**src/rtl/fetch_pkg.sv**
```systemverilog
`default_nettype none
// ============================================================================
// Module : fetch_pkg
// Brief  : Shared types and constants for the LEGv8 fetch front end.
// Rev    : 1.0
// ============================================================================
package fetch_pkg;

  localparam int INSTR_W    = 32;
  localparam int OP_W       = 11;
  localparam int PC_INC     = 4;
  localparam int FIFO_DEPTH = 2;
  localparam int ENTRY_PC_W = 64;

  typedef enum logic [1:0] {
    REQ  = 2'd0,
    WAIT = 2'd1,
    DROP = 2'd2
  } fetch_state_t;

  typedef struct packed {
    logic [INSTR_W-1:0]    instr;
    logic [ENTRY_PC_W-1:0] pc;
  } fetch_entry_t;

  function automatic logic [OP_W-1:0] op_field(input logic [INSTR_W-1:0] i_word);
    return i_word[31:21];
  endfunction

endpackage
`default_nettype wire

```
**src/rtl/fetch_fifo.sv**
```systemverilog
`default_nettype none
// ============================================================================
// Module : fetch_fifo
// Brief  : Two-entry registered FIFO of fetched {instr, pc}; head is zero when empty.
// Rev    : 1.0
// ============================================================================
module fetch_fifo
  import fetch_pkg::*;
(
  input  logic         clk,
  input  logic         rst,
  input  logic         i_push,
  input  fetch_entry_t i_push_entry,
  input  logic         i_pop,
  input  logic         i_flush,
  output logic [1:0]   o_count,
  output fetch_entry_t o_head
);

  fetch_entry_t r_mem [FIFO_DEPTH];
  logic         r_rd_ptr;
  logic         r_wr_ptr;
  logic [1:0]   r_count;
  logic         w_push;
  logic         w_pop;

  assign w_pop  = i_pop && (r_count != 2'd0);
  assign w_push = i_push && ((r_count != 2'(FIFO_DEPTH)) || w_pop);

  always_ff @(posedge clk or posedge rst) begin
    if (rst) begin
      r_rd_ptr <= 1'b0;
      r_wr_ptr <= 1'b0;
      r_count  <= 2'd0;
    end else if (i_flush) begin
      r_rd_ptr <= 1'b0;
      r_wr_ptr <= 1'b0;
      r_count  <= 2'd0;
    end else begin
      if (w_push) r_wr_ptr <= ~r_wr_ptr;
      if (w_pop)  r_rd_ptr <= ~r_rd_ptr;
      case ({w_push, w_pop})
        2'b10:   r_count <= r_count + 2'd1;
        2'b01:   r_count <= r_count - 2'd1;
        default: r_count <= r_count;
      endcase
    end
  end

  always_ff @(posedge clk or posedge rst) begin
    if (rst) begin
      r_mem[0] <= '0;
      r_mem[1] <= '0;
    end else if (w_push && !i_flush) begin
      r_mem[r_wr_ptr] <= i_push_entry;
    end
  end

  assign o_count = r_count;
  assign o_head  = (r_count != 2'd0) ? r_mem[r_rd_ptr] : '0;

endmodule
`default_nettype wire

```
**src/rtl/fetch_unit.sv**
```systemverilog
`default_nettype none
// ============================================================================
// Module : fetch_unit
// Brief  : LEGv8 instruction fetch: PC, imem valid/ready requests, 2-entry buffer.
// Config : FETCH_PERF_CNT_EN adds fetch_cnt / flush_cnt performance outputs.
// Rev    : 1.0
// ============================================================================
module fetch_unit
  import fetch_pkg::*;
#(
  parameter int unsigned  N        = 64,
  parameter logic [N-1:0] RESET_PC = '0
) (
  input  logic               clk,
  input  logic               reset,
  output logic               imem_req_valid,
  output logic [N-1:0]       imem_req_addr,
  input  logic               imem_req_ready,
  input  logic               imem_rsp_valid,
  input  logic [INSTR_W-1:0] imem_rsp_data,
  input  logic               redirect_valid,
  input  logic [N-1:0]       redirect_pc,
  output logic               instr_valid,
  output logic [INSTR_W-1:0] instr,
  output logic [N-1:0]       instr_pc,
  input  logic               instr_ready,
  output logic [OP_W-1:0]    Op
`ifdef FETCH_PERF_CNT_EN
  ,
  output logic [31:0]        fetch_cnt,
  output logic [31:0]        flush_cnt
`endif
);

  fetch_state_t r_state;
  fetch_state_t w_state_nxt;
  logic [N-1:0] r_pc;
  logic [N-1:0] r_req_addr;
  logic         r_run;
  logic         w_accept;
  logic         w_push;
  logic         w_pop;
  logic         w_discard;
  logic [1:0]   w_count;
  fetch_entry_t w_head;
  fetch_entry_t w_push_entry;

  always_ff @(posedge clk or posedge reset) begin
    if (reset) r_state <= REQ;
    else       r_state <= w_state_nxt;
  end

  // Redirect suppresses new requests and turns any in-flight response into a discard.
  always_comb begin
    w_state_nxt    = r_state;
    imem_req_valid = 1'b0;
    w_push         = 1'b0;
    w_discard      = 1'b0;
    case (r_state)
      REQ: begin
        imem_req_valid = r_run && (w_count < 2'(FIFO_DEPTH)) && !redirect_valid;
        if (imem_req_valid && imem_req_ready) w_state_nxt = WAIT;
      end
      WAIT: begin
        if (imem_rsp_valid) begin
          w_state_nxt = REQ;
          w_push      = !redirect_valid;
          w_discard   = redirect_valid;
        end else if (redirect_valid) begin
          w_state_nxt = DROP;
        end
      end
      DROP: begin
        if (imem_rsp_valid) begin
          w_state_nxt = REQ;
          w_discard   = 1'b1;
        end
      end
      default: w_state_nxt = REQ;
    endcase
  end

  assign w_accept = imem_req_valid && imem_req_ready;

  // r_run holds requests off for the first cycle after reset release.
  always_ff @(posedge clk or posedge reset) begin
    if (reset) begin
      r_pc       <= RESET_PC;
      r_req_addr <= '0;
      r_run      <= 1'b0;
    end else begin
      r_run <= 1'b1;
      if (redirect_valid) begin
        r_pc <= {redirect_pc[N-1:2], 2'b00};
      end else if (w_accept) begin
        r_pc       <= r_pc + N'(PC_INC);
        r_req_addr <= r_pc;
      end
    end
  end

  assign w_push_entry = '{instr: imem_rsp_data, pc: ENTRY_PC_W'(r_req_addr)};

  fetch_fifo u_fifo (
    .clk          (clk),
    .rst          (reset),
    .i_push       (w_push),
    .i_push_entry (w_push_entry),
    .i_pop        (w_pop),
    .i_flush      (redirect_valid),
    .o_count      (w_count),
    .o_head       (w_head)
  );

  assign imem_req_addr = r_pc;
  assign instr_valid   = (w_count != 2'd0) && !redirect_valid;
  assign w_pop         = instr_valid && instr_ready;
  assign instr         = w_head.instr;
  assign instr_pc      = w_head.pc[N-1:0];
  assign Op            = op_field(w_head.instr);

`ifdef FETCH_PERF_CNT_EN
  logic [31:0] r_fetch_cnt;
  logic [31:0] r_flush_cnt;
  logic [31:0] w_flush_add;

  assign w_flush_add = (redirect_valid ? 32'(w_count) : 32'd0) + (w_discard ? 32'd1 : 32'd0);

  always_ff @(posedge clk or posedge reset) begin
    if (reset) begin
      r_fetch_cnt <= 32'd0;
      r_flush_cnt <= 32'd0;
    end else begin
      if (w_pop) r_fetch_cnt <= r_fetch_cnt + 32'd1;
      r_flush_cnt <= r_flush_cnt + w_flush_add;
    end
  end

  assign fetch_cnt = r_fetch_cnt;
  assign flush_cnt = r_flush_cnt;
`else
  // Performance counters are compiled out in this build.
`endif

endmodule
`default_nettype wire
```
**config.mk**
```make
export PLATFORM = sky130hd
export DESIGN_NAME = fetch_unit
export DESIGN_NICKNAME = d
export VERILOG_FILES = /design/src/rtl/fetch_pkg.sv /design/src/rtl/fetch_fifo.sv /design/src/rtl/fetch_unit.sv
export SDC_FILE = /design/constraint.sdc
export NUM_CORES = 1
export LEC_CHECK = 0
export CAP_MARGIN = 20
export CORE_AREA = 4 4 187 189
export CTS_CLUSTER_SIZE = 30
export DETAILED_ROUTE_END_ITERATION = 10
export DIE_AREA = 0 0 191 193
export GPL_TIMING_DRIVEN = 0
export PLACE_DENSITY = 0.66
export SYNTH_ARGS = -nofsm -noshare
export SYNTH_HDL_FRONTEND = slang
export SYNTH_SLANG_ARGS = --single-unit
```
**constraint.sdc**
```tcl
create_clock -name clk -period 14.7 [get_ports clk]
set_input_delay 2.94 -clock clk [delete_from_list [all_inputs] [get_ports clk]]
set_output_delay 2.94 -clock clk [all_outputs]
set_load 0.05 [all_outputs]
```
Word level (Yosys, flattened, before mapping):

Index checks and enable logic that the tools add are counted.

* flip-flop bits (word level): 327
* output and inout bits: 173

* $add $sub $neg: 3
* $lt $le $gt $ge: 4
* equal/unequal tests: 8
* multiplexer cells: 23
* bitwise gates (word level): 5
* reduce and logical (&&, ||, !) cells: 20

Operators with widths (count)
* 96-bit two-way mux: 5
* 192-bit bitwise mux: 1
* 64-bit two-way mux: 2
* 96-bit demux with 1-bit select: 1
* 64-bit by 3-bit adder with 64-bit output, second input constant: 1
* 1-bit logical AND: 10
* 2-bit two-way mux: 5
* 2-bit nonzero test: 4
* 1-bit two-way mux: 7
* 2-bit != test, second input constant: 3
* 2-bit case mux with 3 select lines: 1
* 2-bit by 1-bit equality test with 1-bit output, second input constant: 2
* 2-bit equality test, second input constant: 2
* 2-bit >= comparator, second input constant: 2
* 1-bit inverter with 2-bit output: 2
* 2-bit case mux with 2 select lines: 1
* 3-bit != test, second input constant: 1
* 1-bit inverter: 3
* 3-bit AND reduction: 1
* 3-bit nonzero test: 1
* 2-bit by 1-bit adder with 2-bit output, second input constant: 1
* 2-bit zero test: 1
* 2-bit by 1-bit less-than comparator with 1-bit output, second input constant: 1
* 2-bit less-than comparator, second input constant: 1
* other kinds (4): 4

Longest topological paths before layout:

Gate-level depths: netlist of the first run.

* depth in word-level cells: 9
* depth in mapped cells: 7
* depth with buffers taken out: 6

Modules after synthesis:

From an unflattened synthesis of the first run, not the netlist that was laid out.

* cell total of the unflattened synthesis: 1430
* area, all modules: 15663.8 um2

By module, submodules not included
* fetch_fifo: instances 1, cells each 646, area an instance 8859.7 um2, sequential area each 4904.7 um2
* fetch_unit: instances 1, cells each 784, area an instance 6804.0 um2, sequential area each 3178.0 um2

Worst setup path before layout of the first run:

No wires, ideal clock.

* path kind: input -> output
* from: input redirect_valid
* to: output imem_req_valid
* arrival: 5018 ps
* required time: 11760 ps
* slack: 6742 ps
* cell stages on the path: 3
* buffers on the path: 2
* cell sequence: clkbuf_1 buf_1 nor4b_1

* cells in the longest elaborated chain, start to end: 3

Ends and longest elaborated chain
* start: declaration: line fetch_unit.sv:21 `input logic redirect_valid,`
* 1-bit zero test: line fetch_unit.sv:61 `imem_req_valid = r_run && (w_count < 2'(FIFO_DEPTH)) && !redirect_valid;`
* 1-bit logical AND: line fetch_unit.sv:61
* 1-bit two-way mux: line fetch_unit.sv:59 `case (r_state)`
* end: declaration: line fetch_unit.sv:16 `output logic imem_req_valid,`

No other way between the ends.

Final worst setup path of the first run:

* from: input redirect_valid
* to: output instr_valid

* cells in the longest elaborated chain, start to end: 2

Ends and longest elaborated chain
* 1-bit zero test: line fetch_unit.sv:116 `assign instr_valid = (w_count != 2'd0) && !redirect_valid;`
* 1-bit logical AND: line fetch_unit.sv:116
* end: declaration: line fetch_unit.sv:23 `output logic instr_valid,`

No other way between the ends.

==> impl_results.md, run 1 <==
- CP Capture Type: output pin
- I/O pin total: 275
- Area grow syn2layout: 30.4%
- Clk pin slew, worst setup/hold paths: 50 ps
- Hold Crit Depth: 2
- Worst Setup Start Kind: input port
- Final Cycle Share: 61.7%
- Synth Area in XOR/XNOR: 1.95%
- Post-Synth Adder-Cell Area: 0.0843%
- Post-synth EDFFs: 0
- Slew Viols, Final: 0
- Critical path arrival: 6130 ps
- DRC: 0
- Max cap viols: 0
- Synth Flop Type: dfrtp_1
- Routed WL per cell: 20.3 um
- Top-count cell post-synth: dfrtp_1
- Post-synthesis cell type count: 54
- PwrDens: 129 mW/mm2
- Asr flop ratio synth: 100%
- Final Util: 58.1%
- Tmin final: 9070 ps
- Complex-gate fraction of the synthesized area: 4.10%
- Cells on worst reg2reg path: 6
- Share of synthesized cell area in and, or, nand and nor gates: 15.9%
- Synthesized cell area: 0.0148 mm2
- Max transition margin: 31.1%
- Slew @ Worst Pin: 1020 ps
- Setup CP Type: in2out
- WP data required: 11,760 ps
- GR Layer Usage met2: 37.3%
- Post-CTS setup buffer count: 0
- VDD IR-drop max: 0.0000836 V
- CTS Hold Bufs: 0
- First-pass DRT Iterations: 5
- Synth Instances: 1,354
- Total Routing Usage GR: 23.3%
- WL final: 43.5 mm
- Post-synthesis sequential area ratio: 53.8%
- H-tree levels: 2
- Synth top area share: 53.8%
- Pleak: 8.22 nW
- First-pass GRT wire length: 67.7 mm
- Top cell type by total area after synthesis: dfrtp_1
- Fmax: 0.110 GHz
- Status: complete, no violations
- Clk_skew: 23.0 ps
- Clock Latency Late Sink: 520 ps
- Largest family of logic cells by synthesized area: multiplexers
- GR met1 Demand/Resource: 33.2%
- Port bufs: 268
- Die W: 191 um
- Commonest cells post-synth: 319 x dfrtp_1, 244 x nand2_1, 194 x mux2_2
- Crit Path Max Fanout: 10
- Mux cell area share after synthesis: 21.3%
- Row cnt: 67
- Yosys warning total: 0
- HP Class: reg2reg
- Die ar.: 0.0369 mm2
- Num CTS Buffers: 37
- RSZ-0062 raised after global routing: false
- Core area: 0.0333 mm2
- PostCTS Resize Cnt: 0
- GRT overflow: 0
- Initial Util: 44.6%
- Syn Area/Cell: 11.0 um2
- Routed vias: 11,600
- Post-DP HPWL: 31.4 mm
- Yosys reg bits: 319
- Routability Congestion: 0.883
- Setup Viol. Count Final: 0
- CTS Buffer Depth: 3
- Number of global-route vias before repair: 11,800
- CTS Sinks: 319
- Largest net degree at the start of global routing: 130
- Share of cells above drive strength 1: 17.3%
- ANT cells: 0
- CTS root buf: clkbuf_16
- Via-per-instance ratio: 5.42
- Final hold viol count: 0
- Synth area leaders: dfrtp_1 54%, mux2_2 15%, mux2i_1 6.5%
- CTS tree: yes
- Initial antenna violation count: 0
- Post-route ant nets: 0
- Met3 GRT Util: 4.00%
- Grt peak-use layer: met2
- First-iteration detailed-routing DRC count: 752
- Worst hold margin: 493 ps
- Chip Height: 193 um
- Final net count: 1,769
kinds of logic after synthesis:
kind of cell	count (synthesis)
muxes	291
and+or+nand+nor	516
DFF	319
other	2
xor gates and xnor gates	33
adders and majority gates	1
AOI/OAI and AO/OA	95
buffers and inverters	97
power breakdown:
part | total [W] | internal [W] | switching [W]
Combinational | 0.000459 | 0.000208 | 0.000251
Sequential | 0.00114 | 0.00103 | 0.000111
Clock | 0.000895 | 0.000541 | 0.000353
layout make-up:
| type | count | area, um2 |
|---|---|---|
| Buffer | 88 | 403 |
| Clock buffer | 55 | 1120 |
| Clock inverter | 9 | 73.8 |
| Fill cell | 2877 | 13900 |
| Inverter | 9 | 41.3 |
| Multi-Input combinational cell | 941 | 6440 |
| Sequential cell | 319 | 7980 |
| Tap cell | 448 | 561 |
| Timing Repair Buffer | 270 | 2740 |
final timing paths:
path	startpoint	to	slack (ps)
min in group asynchronous	reset	u_fifo.r_mem[160]	2920
worst min register to register	r_req_addr[10]	r_req_addr[10]	490
worst max-delay path	redirect_valid	instr_valid	5630
worst max register to register	r_state[1]	u_fifo.r_mem[152]	11250
worst min-delay path	r_req_addr[10]	r_req_addr[10]	490
max in group asynchronous	reset	u_fifo.r_mem[113]	10720
stage by stage:
step	area (um2)	setup slack, ps	setup TNS (ps)	cells	total power (W)
2_1_floorplan	14900	2930	0	1357	0.00144
3_3_place_gp	18100	-791	-242270	2073	0.00160
3_5_place_dp	18200	5720	0	2075	0.00161
4_1_cts	19400	5710	0	2139	0.00252
5_1_grt	19400	5600	0	2139	0.00262
6_report	19400	5630	0	2139	0.00249
cells in the final DEF, fill, tap and decap left out, types with 14 or more instances in the layout:
| cell | n |
|---|---|
| dfrtp_1 | 319 |
| clkdlybuf4s50_1 | 268 |
| nand2_1 | 244 |
| mux2_2 | 194 |
| nor2_1 | 123 |
| mux2i_1 | 97 |
| clkbuf_1 | 54 |
| o21ai_0 | 44 |
| clkbuf_16 | 39 |
| nand4_1 | 30 |
| nand3_1 | 26 |
| nor3_1 | 19 |
| xnor2_1 | 18 |
| nor4_1 | 16 |
| xor2_1 | 15 |
| buf_4 | 15 |
| buf_1 | 14 |
metal layers:
metal,wire length [um],vias to the layer above
met5,0,-
met4,1150,0
met3,2930,77
met2,19700,422
met1,19600,5759
li1,-,5338
critical path, stage by stage:
cell and delay (ps):
clkdlybuf4s50_1 500, clkbuf_1 590, clkbuf_1 580, clkbuf_1 670
nor2_1 110, clkdlybuf4s50_1 730
registers in the layout, summed over array words and instances (netlist names):
register         cells
u_fifo.r_rd_ptr      1
r_run                1
u_fifo.r_wr_ptr      1
r_req_addr          62
u_fifo.o_count       2
u_fifo.r_mem       188
r_state              2
imem_req_addr       62
Power figures use the tool's default switching activity.
==> run 2: changes to the inputs <==
==> constraint.sdc (replaced) <==
create_clock -name clk -period 8.5 [get_ports clk]
set_input_delay 1.7 -clock clk [delete_from_list [all_inputs] [get_ports clk]]
set_output_delay 1.7 -clock clk [all_outputs]
set_load 0.05 [all_outputs]
==> run 2 against run 1 <==
Effect of this change:
- via count is essentially flat
- design area grew 0.43%
- clock skew shrank 0.90 ps
- wire length grew 0.53%
- utilization grew 0.25 points
- clock-buffer cell count shrank 6
- worst setup slack lost 3700 ps
- critical path type unchanged
==> impl_results.md, run 2 (synthesis gave the netlist of run 1 again) <==
- Share of cells above drive strength 1: 17.5% (was 17.3%)
- CTS tree: yes (unchanged)
- Final Cycle Share: 77.7%
- Status: complete, no violations (unchanged)
- Clk pin slew, worst setup/hold paths: 60 ps (was 50 ps)
- WL final: 43.7 mm (was 43.5 mm)
- Port bufs: 268 (unchanged)
- Worst hold start: r_req_addr[19] (was r_req_addr[10])
- FF-to-FF End: u_fifo.r_mem[149] (was u_fifo.r_mem[152])
- DRC: 0 (unchanged)
- WP data required: 6800 ps (was 11,760 ps)
- Row cnt: 67 (unchanged)
- H-tree levels: 2 (unchanged)
- Post-route ant nets: 0 (unchanged)
- Largest net degree at the start of global routing: 44 (was 130)
- Max FFs per register: 188 (unchanged)
- Final hold viol count: 0 (unchanged)
- PwrDens: 222 mW/mm2 (was 129 mW/mm2)
- Via-per-instance ratio: 5.40 (was 5.42)
- Pleak: 8.22 nW (about the same)
- Setup TNS: 0 ps (unchanged)
- Crit. Startpoint: redirect_valid (unchanged)
- Core area: 0.0333 mm2 (unchanged)
- Final net count: 1,774 (was 1,769)
- Tmin final: 6600 ps
- Setup Viol. Count Final: 0 (unchanged)
- CP Buf/Inv Count: 5 (unchanged)
- Clock Latency Late Sink: 520 ps (about the same)
- Crit path depth: 6 (unchanged)
- CTS Sinks: 319 (unchanged)
- Critical path's slowest cell: clkdlybuf4s50_1 (unchanged)
- Die W: 191 um (unchanged)
- CP Capture Type: output pin (unchanged)
- Initial Util: 44.6% (unchanged)
- Reg power frac: 45.7% (about the same)
- First-pass DRT Iterations: 7 (was 5)
- Most common cell after layout, fill and taps aside: dfrtp_1 (unchanged)
- R2r setup slk: 5090 ps (was 11,250 ps)
- First-pass GRT wire length: 68.0 mm (was 67.7 mm)
- Fmax: 0.151 GHz
- Post-DP HPWL: 32.1 mm (was 31.4 mm)
- Initial antenna violation count: 3 (was 0)
- Critical path arrival: 4900 ps (was 6130 ps)
- Post-Place Setup Slack: 1980 ps (was 5720 ps)
- Sw Share: 28.9% (was 28.7%)
- Worst Setup EP: instr_valid (unchanged)
- Max transition margin: 29.5% (was 31.1%)
- Routed vias: 11,600 (about the same)
- Slew Viols, Final: 0 (unchanged)
- PostCTS Resize Cnt: 0 (unchanged)
- Cells on worst reg2reg path: 6 (unchanged)
- Total Routing Usage GR: 23.5% (was 23.3%)
- Routability Congestion: 0.916 (was 0.883)
- VDD IR-drop max: 0.000135 V (was 0.0000836 V)
- Routed WL per cell: 20.3 um (about the same)
- Setup CP Type: in2out (unchanged)
- Clock power share: 35.7% (was 35.9%)
- Chip Height: 193 um (unchanged)
- # fillers: 2,884 (was 2,877)
- Reg2reg start: r_state[1] (unchanged)
- Area grow syn2layout: 30.9% (was 30.4%)
- Gate power share: 18.6% (was 18.4%)
- Hold Crit Depth: 2 (unchanged)
- GRT overflow: 0 (unchanged)
- CTS Hold Bufs: 0 (unchanged)
- First-iteration detailed-routing DRC count: 776 (was 752)
- Slew @ Worst Pin: 1050 ps (was 1020 ps)
- Post-CTS setup buffer count: 0 (unchanged)
- CP max stage delay: 740 ps (was 730 ps)
- CTS Buffer Depth: 3 (unchanged)
- Crit Path Max Fanout: 10 (unchanged)
- Number of global-route vias before repair: 11,900 (was 11,800)
- Cell Int Power: 0.00306 W (was 0.00178 W)
- Biggest register: u_fifo.r_mem (unchanged)
- Crit path setup slack, layout: 1900 ps (was 5630 ps)
- Cell repeated most along the worst path: clkbuf_1 (unchanged)
- I/O pin total: 275 (unchanged)
- Top cell family by delay on the critical path: buffers and inverters (unchanged)
- HP Class: reg2reg (unchanged)
- Critical Path, Cell by Cell: clkdlybuf4s50_1 -> clkbuf_1 -> clkbuf_1 -> clkbuf_1 -> nor2_1 -> clkdlybuf4s50_1 (unchanged)
- Max cap viols: 0 (unchanged)
- Num CTS Buffers: 36 (was 37)
- Sw Pwr: 0.00124 W (was 0.000715 W)
- Die ar.: 0.0369 mm2 (unchanged)
- Most frequent cells in the layout: 319 x dfrtp_1, 268 x clkdlybuf4s50_1, 244 x nand2_1, 194 x mux2_2, 123 x nor2_1 (unchanged)
- RSZ-0062 raised after global routing: false (unchanged)
- Worst Setup Start Kind: input port (unchanged)
- CTS root buf: clkbuf_16 (unchanged)
- Clk_skew: 22.1 ps (was 23.0 ps)
## run 2: changes by cell type in the layout (fill, tap and decap cells not counted), sizes merged
| cell | previous run | this run |
|---|---|---|
| clkinvlp | 0 | 7 |
| buf | 44 | 50 |
| clkbuf | 101 | 95 |
| bufinv | 1 | 3 |
| diode | 0 | 2 |
| inv | 9 | 7 |
| clkinv | 8 | 7 |
## run 2: worst register-to-register path, stage by stage, from the launching register on
cell and delay (ps):
dfrtp_1 430, nand3b_1 300, or2_2 390, nor3_1 600, clkbuf_1 680, buf_2 500, mux2_2 390
## run 2: routing by layer
metal  global-route usage, %  vias up  part of all wire, %
met2                    36.5      429                   45
met4                    9.01        2                  3.9
met3                    4.12      105                  6.8
met1                    33.1     5718                   45
met5                       0        -                0.039
li1                        -     5340                    -
## run 2: cell type report
type / instances / area (um2) / area share (%)
Antenna cell: 2 / 5.00 / 0.0258
Buffer: 88 / 403 / 2.07
Clock buffer: 49 / 1000 / 5.15
Clock inverter: 15 / 165 / 0.850
Inverter: 9 / 37.5 / 0.193
Multi-Input combinational cell: 941 / 6440 / 33.1
Sequential cell: 319 / 7980 / 41.1
Tap cell: 448 / 561 / 2.88
Timing Repair Buffer: 276 / 2840 / 14.6
## run 2: per-stage QoR
step | total power, W | cells | hold WS [ps] | instance area (um2) | util (%)
5_1_grt | 0.00451 | 2147 | 514 | 19400 | 58.4
3_5_place_dp | 0.00280 | 2081 | 480 | 18300 | 54.9
6_report | 0.00431 | 2147 | 495 | 19400 | 58.4
2_1_floorplan | 0.00249 | 1357 | 457 | 14900 | -
3_3_place_gp | 0.00276 | 2073 | 477 | 18100 | 54.4
4_1_cts | 0.00434 | 2145 | 495 | 19400 | 58.4
## run 2: worst min path at each step
| stage | slack (ps) | endpoint |
|---|---|---|
| 4_1_cts | 490 | r_req_addr[19] |
| 6_report | 500 | r_req_addr[19] |
| 3_5_place_dp | 480 | r_req_addr[19] |
| 3_3_place_gp | 480 | r_req_addr[36] |
| 2_1_floorplan | 460 | r_req_addr[59] |
| 5_1_grt | 510 | r_req_addr[45] |
## run 2: power groups by stage
| stage | registers (W) | clock network, W | logic (W) |
|---|---|---|---|
| 6_report | 0.00197 | 0.00154 | 0.000802 |
| 5_1_grt | 0.00200 | 0.00163 | 0.000873 |
| 4_1_cts | 0.00197 | 0.00156 | 0.000813 |
| 3_5_place_dp | 0.00199 | 0 | 0.000808 |
| 3_3_place_gp | 0.00198 | 0 | 0.000784 |
| 2_1_floorplan | 0.00203 | 0 | 0.000461 |
==> patch 1 (flow settings as in run 1) <==
Encoding of `fetch_state_t`: now one-hot (3 bits for 3 states).
--- a/src/rtl/fetch_pkg.sv
+++ b/src/rtl/fetch_pkg.sv
@@ -12,10 +12,10 @@
   localparam int FIFO_DEPTH = 2;
   localparam int ENTRY_PC_W = 64;
 
-  typedef enum logic [1:0] {
-    REQ  = 2'd0,
-    WAIT = 2'd1,
-    DROP = 2'd2
+  typedef enum logic [2:0] {
+    REQ  = 3'b001,
+    WAIT = 3'b010,
+    DROP = 3'b100
   } fetch_state_t;
 
   typedef struct packed {
Behaviour: same outputs for any inputs over 4 cycles, from zero or initial values and one cycle with reset high; so few cycles prove little.
==> patch 1 against run 1 <==
  * Total power decreased by 12%
  * Non-clock buffer count increased by 14
  * Routed wire length increased by 4.7%
  * Worst setup slack improved by 1.0 ns
  * Area after synthesis increased by 1.1%
  * Cell count increased by 1.7%
  * Utilization increased by 0.36 points
  * Synthesized cell count increased by 3.0%
  * Count of clock-buffer cells in the layout decreased by 3
  * Sequential power decreased by 11%
  * Clock power decreased by 2%
  * Cell area increased by 0.61%
  * Global-route usage increased by 0.88 points
  * Sequential cell count increased by 1
  * Highest routed layer unchanged
==> patch 1: results (changes against run 1) <==
[pwr]
comb-power_mw=0.287  ; -37%
switchingPower_mw=0.5969  ; -17%
ir_drop_uv=76.30  ; -8.7%
power.internal_mw=1.590  ; -11%
p_leak_nw=8.479  ; +3.2%
pwr.group.clock_mw=0.876  ; -2%

[setup_path]
r2r_end=u_fifo.r_mem[24]
rr_worst_depth=7  ; +1
rrSetupSlack_ns=10.98  ; -0.27 ns
critPathMaxStageDelay_ns=0.71  ; -0.02 ns
crit_arrival_ns=5.08  ; -1.05 ns
r2r_start=r_state[2]

[placement]
dpl_cell_area_sq_mm=0.01831  ; +0.83%
gp_congestion=0.9206  ; +4.2%
place_inst=2114  ; +1.9%
post-place-ws_ns=6.717  ; +0.9994 ns
port_buffers=267  ; -0.37%
detailed_place_hpwl_mm=32.83  ; +4.6%

[routing]
drt_first_iter_violations=793  ; +5.5%
routed_wl_mm=45.51  ; +4.7%

[sta]
skew_ns=0.009811  ; -0.01320 ns
worst_pin_slew_ns=0.9825  ; -0.04130 ns
whs_ns=0.4938  ; +0.001077 ns

[cells_and_area]
fin_util_pct=58.51  ; +0.36 points
drive_above_1_share_pct=16.55  ; -0.72 points
final_nets=1808  ; +2.2%
nFillCells=2880  ; +0.10%

[global_route]
track_usage_pct=24.22  ; +0.88 points
grt_pass1_wl_mm=69.90  ; +3.3%

[worst_hold_path]
hold_start=r_req_addr[9]
holdPathEnd=r_req_addr[9]

[clock_tree]
clock_latency_ns=0.50  ; -0.02 ns

[logic_synthesis]
yosys-top-cells-area=dfrtp_1 53%, mux2_2 14%, mux2i_1 6.5%, nand2_1 6.2%, nor2_1 3.2%
yosysWarnings=0  ; unchanged
syn_area_per_cell_sq_um=10.77  ; -1.8%
yosys-top-cells-count=319 x dfrtp_1, 246 x nand2_1, 188 x mux2_2
yosysSeqAreaShare_pct=53.37  ; -0.40 points
synthDistinctLibCells=53  ; -1.9%

[outcome]
status=finished, final reports clean

## patch 1: cell count changes after synthesis, moves of 9 or more
cell,change
xnor2_1,-14
nor4_1,-11
clkbuf_1,+17
and3_1,+11
buf_2,-13
nand3_1,+21
o211ai_1,+10
xor2_1,-9
a21oi_1,+19
## patch 1: cell families after synthesis
group	Yosys count	synth area share, %
AND/OR/NAND/NOR	536	16.21
flip-flops	320	53.37
multiplexers	285	20.58
AO/OA/AOI/OAI	128	5.603
buffers and inverters	112	3.527
XOR/XNOR	10	0.5836
other	2	0.05004
adder cells (fa/ha/maj)	1	0.08336
## patch 1: worst max-delay path by stage
stage	from	slack (ns)	end
3_3_place_gp	reset	-0.93	u_fifo.r_mem[44]
5_1_grt	redirect_valid	6.66	instr_valid
2_1_floorplan	reset	2.91	imem_req_addr[10]
4_1_cts	redirect_valid	6.71	instr_valid
3_5_place_dp	redirect_valid	6.72	instr_valid
6_report	redirect_valid	6.68	instr_valid
## patch 1: metal layers
metal | global-route usage (%) | up-vias | share of wire (%)
met2 | 37.92 | 487 | 46
met3 | 4.573 | 83 | 7.5
met5 | 0 | - | 0
li1 | - | 5468 | -
met4 | 7.845 | 0 | 3.2
met1 | 34.43 | 5873 | 44
## patch 1: area by class of cell
cell class / count / share of cell area [%]
Buffer: 103 / 2.545
Clock buffer: 52 / 5.558
Clock inverter: 10 / 0.3856
Inverter: 9 / 0.2121
Multi-Input combinational cell: 965 / 33.28
Sequential cell: 320 / 41.13
Tap cell: 448 / 2.879
Timing Repair Buffer: 269 / 14.01
## patch 1: worst max-delay path, delay by kind of cell
| family | cells | cell delay (ns) |
|---|---|---|
| buf+inv | 4 | 2.08 |
| simple gates | 1 | 0.06 |
==> patch 2 (settings of run 1) <==
Made on the original files. Change the package constant `ENTRY_PC_W` from 64 to 72.
--- a/src/rtl/fetch_pkg.sv
+++ b/src/rtl/fetch_pkg.sv
@@ -10,7 +10,7 @@
   localparam int OP_W       = 11;
   localparam int PC_INC     = 4;
   localparam int FIFO_DEPTH = 2;
-  localparam int ENTRY_PC_W = 64;
+  localparam int ENTRY_PC_W = 72;
 
   typedef enum logic [1:0] {
     REQ  = 2'd0,
Formal check against the unedited RTL: same outputs for any inputs over 4 cycles, from zero or initial values and one cycle with reset high; that may be too few to reach the edited logic, so the function may still have changed.
==> patch 2 against run 1 <==
  * Worst setup slack better by 0.10 ns
  * Cell count is 1.9% higher
  * Total power is 1.9% higher
  * Critical endpoint unchanged
  * Area after synthesis is 1.0% higher
  * Cell area is 0.93% higher
  * Sequential cell count stayed put
  * Routed wire length is 0.65% higher
  * Critical path type unchanged
  * Sequential share of layout area is 0.38 points lower
  * Largest cell class unchanged
==> patch 2: results (changes against run 1) <==
[cells_and_area]
top_register=u_fifo.r_mem
finalNonFillerCells=2180  ; +1.9%
drive_above_1_share_pct=16.51  ; -0.76 points
n_antenna_cell=0  ; unchanged
largest_register_ffs=188  ; unchanged
final_nets=1812  ; +2.4%

[logic_synthesis]
async_reset_ff_share_pct=100.0  ; unchanged
syn_inst=1399  ; +3.3%
yosys-top-cells-area=dfrtp_1 53%, mux2_2 14%, mux2i_1 6.3%, nand2_1 6.2%, nor2_1 3.1%
yosysSeqAreaShare_pct=53.24  ; -0.53 points
yosys-top-cells-count=319 x dfrtp_1, 247 x nand2_1, 189 x mux2_2
yosysWarnings=0  ; unchanged
synthDistinctLibCells=51  ; -5.6%

[sta]
skew_ns=0.02162  ; -0.001396 ns
relSlewSlack_pct=36.01  ; +4.9 points

[placement]
detailed_place_hpwl_mm=32.48  ; +3.4%
dpl_cell_area_sq_mm=0.01830  ; +0.76%
place_inst=2119  ; +2.1%
port_buffers=267  ; -0.37%
gp_congestion=0.8949  ; +1.3%

[clock_tree]
clock_latency_ns=0.52  ; about the same
cts_resized=0  ; unchanged
clkSlewWorstSetupHoldPaths_ns=0.05  ; about the same
cts_buffers=36  ; -2.7%
cts_max_path_buffers=3  ; unchanged
root_buffer=clkbuf_16
post-cts-setup-buffer-count=0  ; unchanged
h-tree-depth=2  ; unchanged

[pwr]
p_leak_nw=8.300  ; +1.0%
ir_drop_uv=74.95  ; -10%
switchingPower_mw=0.7207  ; +0.73%

[global_route]
grt_max_degree=132  ; +1.5%
grt_pass1_wl_mm=67.65  ; about the same
track_usage_pct=23.39  ; +0.045 points
antenna_found_initial=0  ; unchanged

[setup_path]
cpMaxStageDelayCell=clkdlybuf4s50_1
crit_arrival_ns=6.03  ; -0.10 ns
critPathMaxStageDelay_ns=0.75  ; +0.02 ns
critPathMaxFanout=10  ; unchanged

[worst_hold_path]
hp-class=reg2reg

[routing]
drt_first_iter_violations=933  ; +24%
drt-pass1-iter-count=6  ; +1
vias=11740  ; +1.2%
wl_per_cell_microns=20.06  ; -1.2%

[outcome]
status=finished, final reports clean

## patch 2: final timing paths
| kind | start | end | slack (ns) | cells after the start |
|---|---|---|---|---|
| max in group asynchronous | reset | imem_req_addr[57] | 10.25 | 4 |
| min | r_req_addr[9] | r_req_addr[9] | 0.49 | 2 |
| min reg2reg | r_req_addr[9] | r_req_addr[9] | 0.49 | 2 |
| max reg2reg | r_state[1] | u_fifo.r_mem[13] | 11.48 | 6 |
| max | redirect_valid | instr_valid | 5.73 | 6 |
| min in group asynchronous | reset | u_fifo.r_mem[7] | 2.89 | 2 |
## patch 2: kinds of logic (layout without fill, tap and decap cells)
| family | Yosys count | in the layout | synth area share [%] |
|---|---|---|---|
| flops | 319 | 319 | 53.24 |
| compound gates | 98 | 98 | 4.022 |
| mux | 284 | 284 | 20.54 |
| xor+xnor | 32 | 32 | 1.869 |
| fa+ha+maj | 1 | 1 | 0.08343 |
| simple gates | 554 | 554 | 16.92 |
| other cells | 2 | 5 | 0.05009 |
| buf+inv | 109 | 439 | 3.279 |
## patch 2: power groups by stage
stage / clock [mW] / combinational [mW] / sequential, mW
6_report: 0.929 / 0.470 / 1.14
5_1_grt: 0.984 / 0.512 / 1.16
4_1_cts: 0.946 / 0.476 / 1.14
3_5_place_dp: 0 / 0.473 / 1.16
3_3_place_gp: 0 / 0.464 / 1.15
2_1_floorplan: 0 / 0.275 / 1.18
## patch 2: layer usage
layer	wire, microns	track usage, %	vias up	share of wire (%)
li1	-	-	5475	-
met1	19900	33.52	5795	45
met2	19890	36.68	395	45
met3	2609	3.925	70	6.0
met4	1340	7.569	0	3.1
met5	0	0	-	0
## patch 2: cell type report
cell class / instances / area [sq um]
Buffer: 97 / 446.7
Clock buffer: 51 / 1079
Clock inverter: 10 / 152.6
Fill cell: 2900 / 13750
Inverter: 12 / 52.55
Multi-Input combinational cell: 974 / 6531
Sequential cell: 319 / 7983
Tap cell: 448 / 560.5
Timing Repair Buffer: 269 / 2728
## patch 2: metrics by stage
step | setup WS (ns) | hold slack [ns]
after floorplan | 2.932 | 0.4567
after global placement | -0.8678 | 0.4769
after detailed placement | 5.800 | 0.4791
after CTS | 5.801 | 0.4928
after global routing | 5.663 | 0.5116
final | 5.727 | 0.4921
## patch 2: worst max-delay path: cells and delay by family
family	cells	cell delay [ns]
and+or+nand+nor	1	0.14
buffers and inverters	5	2.93
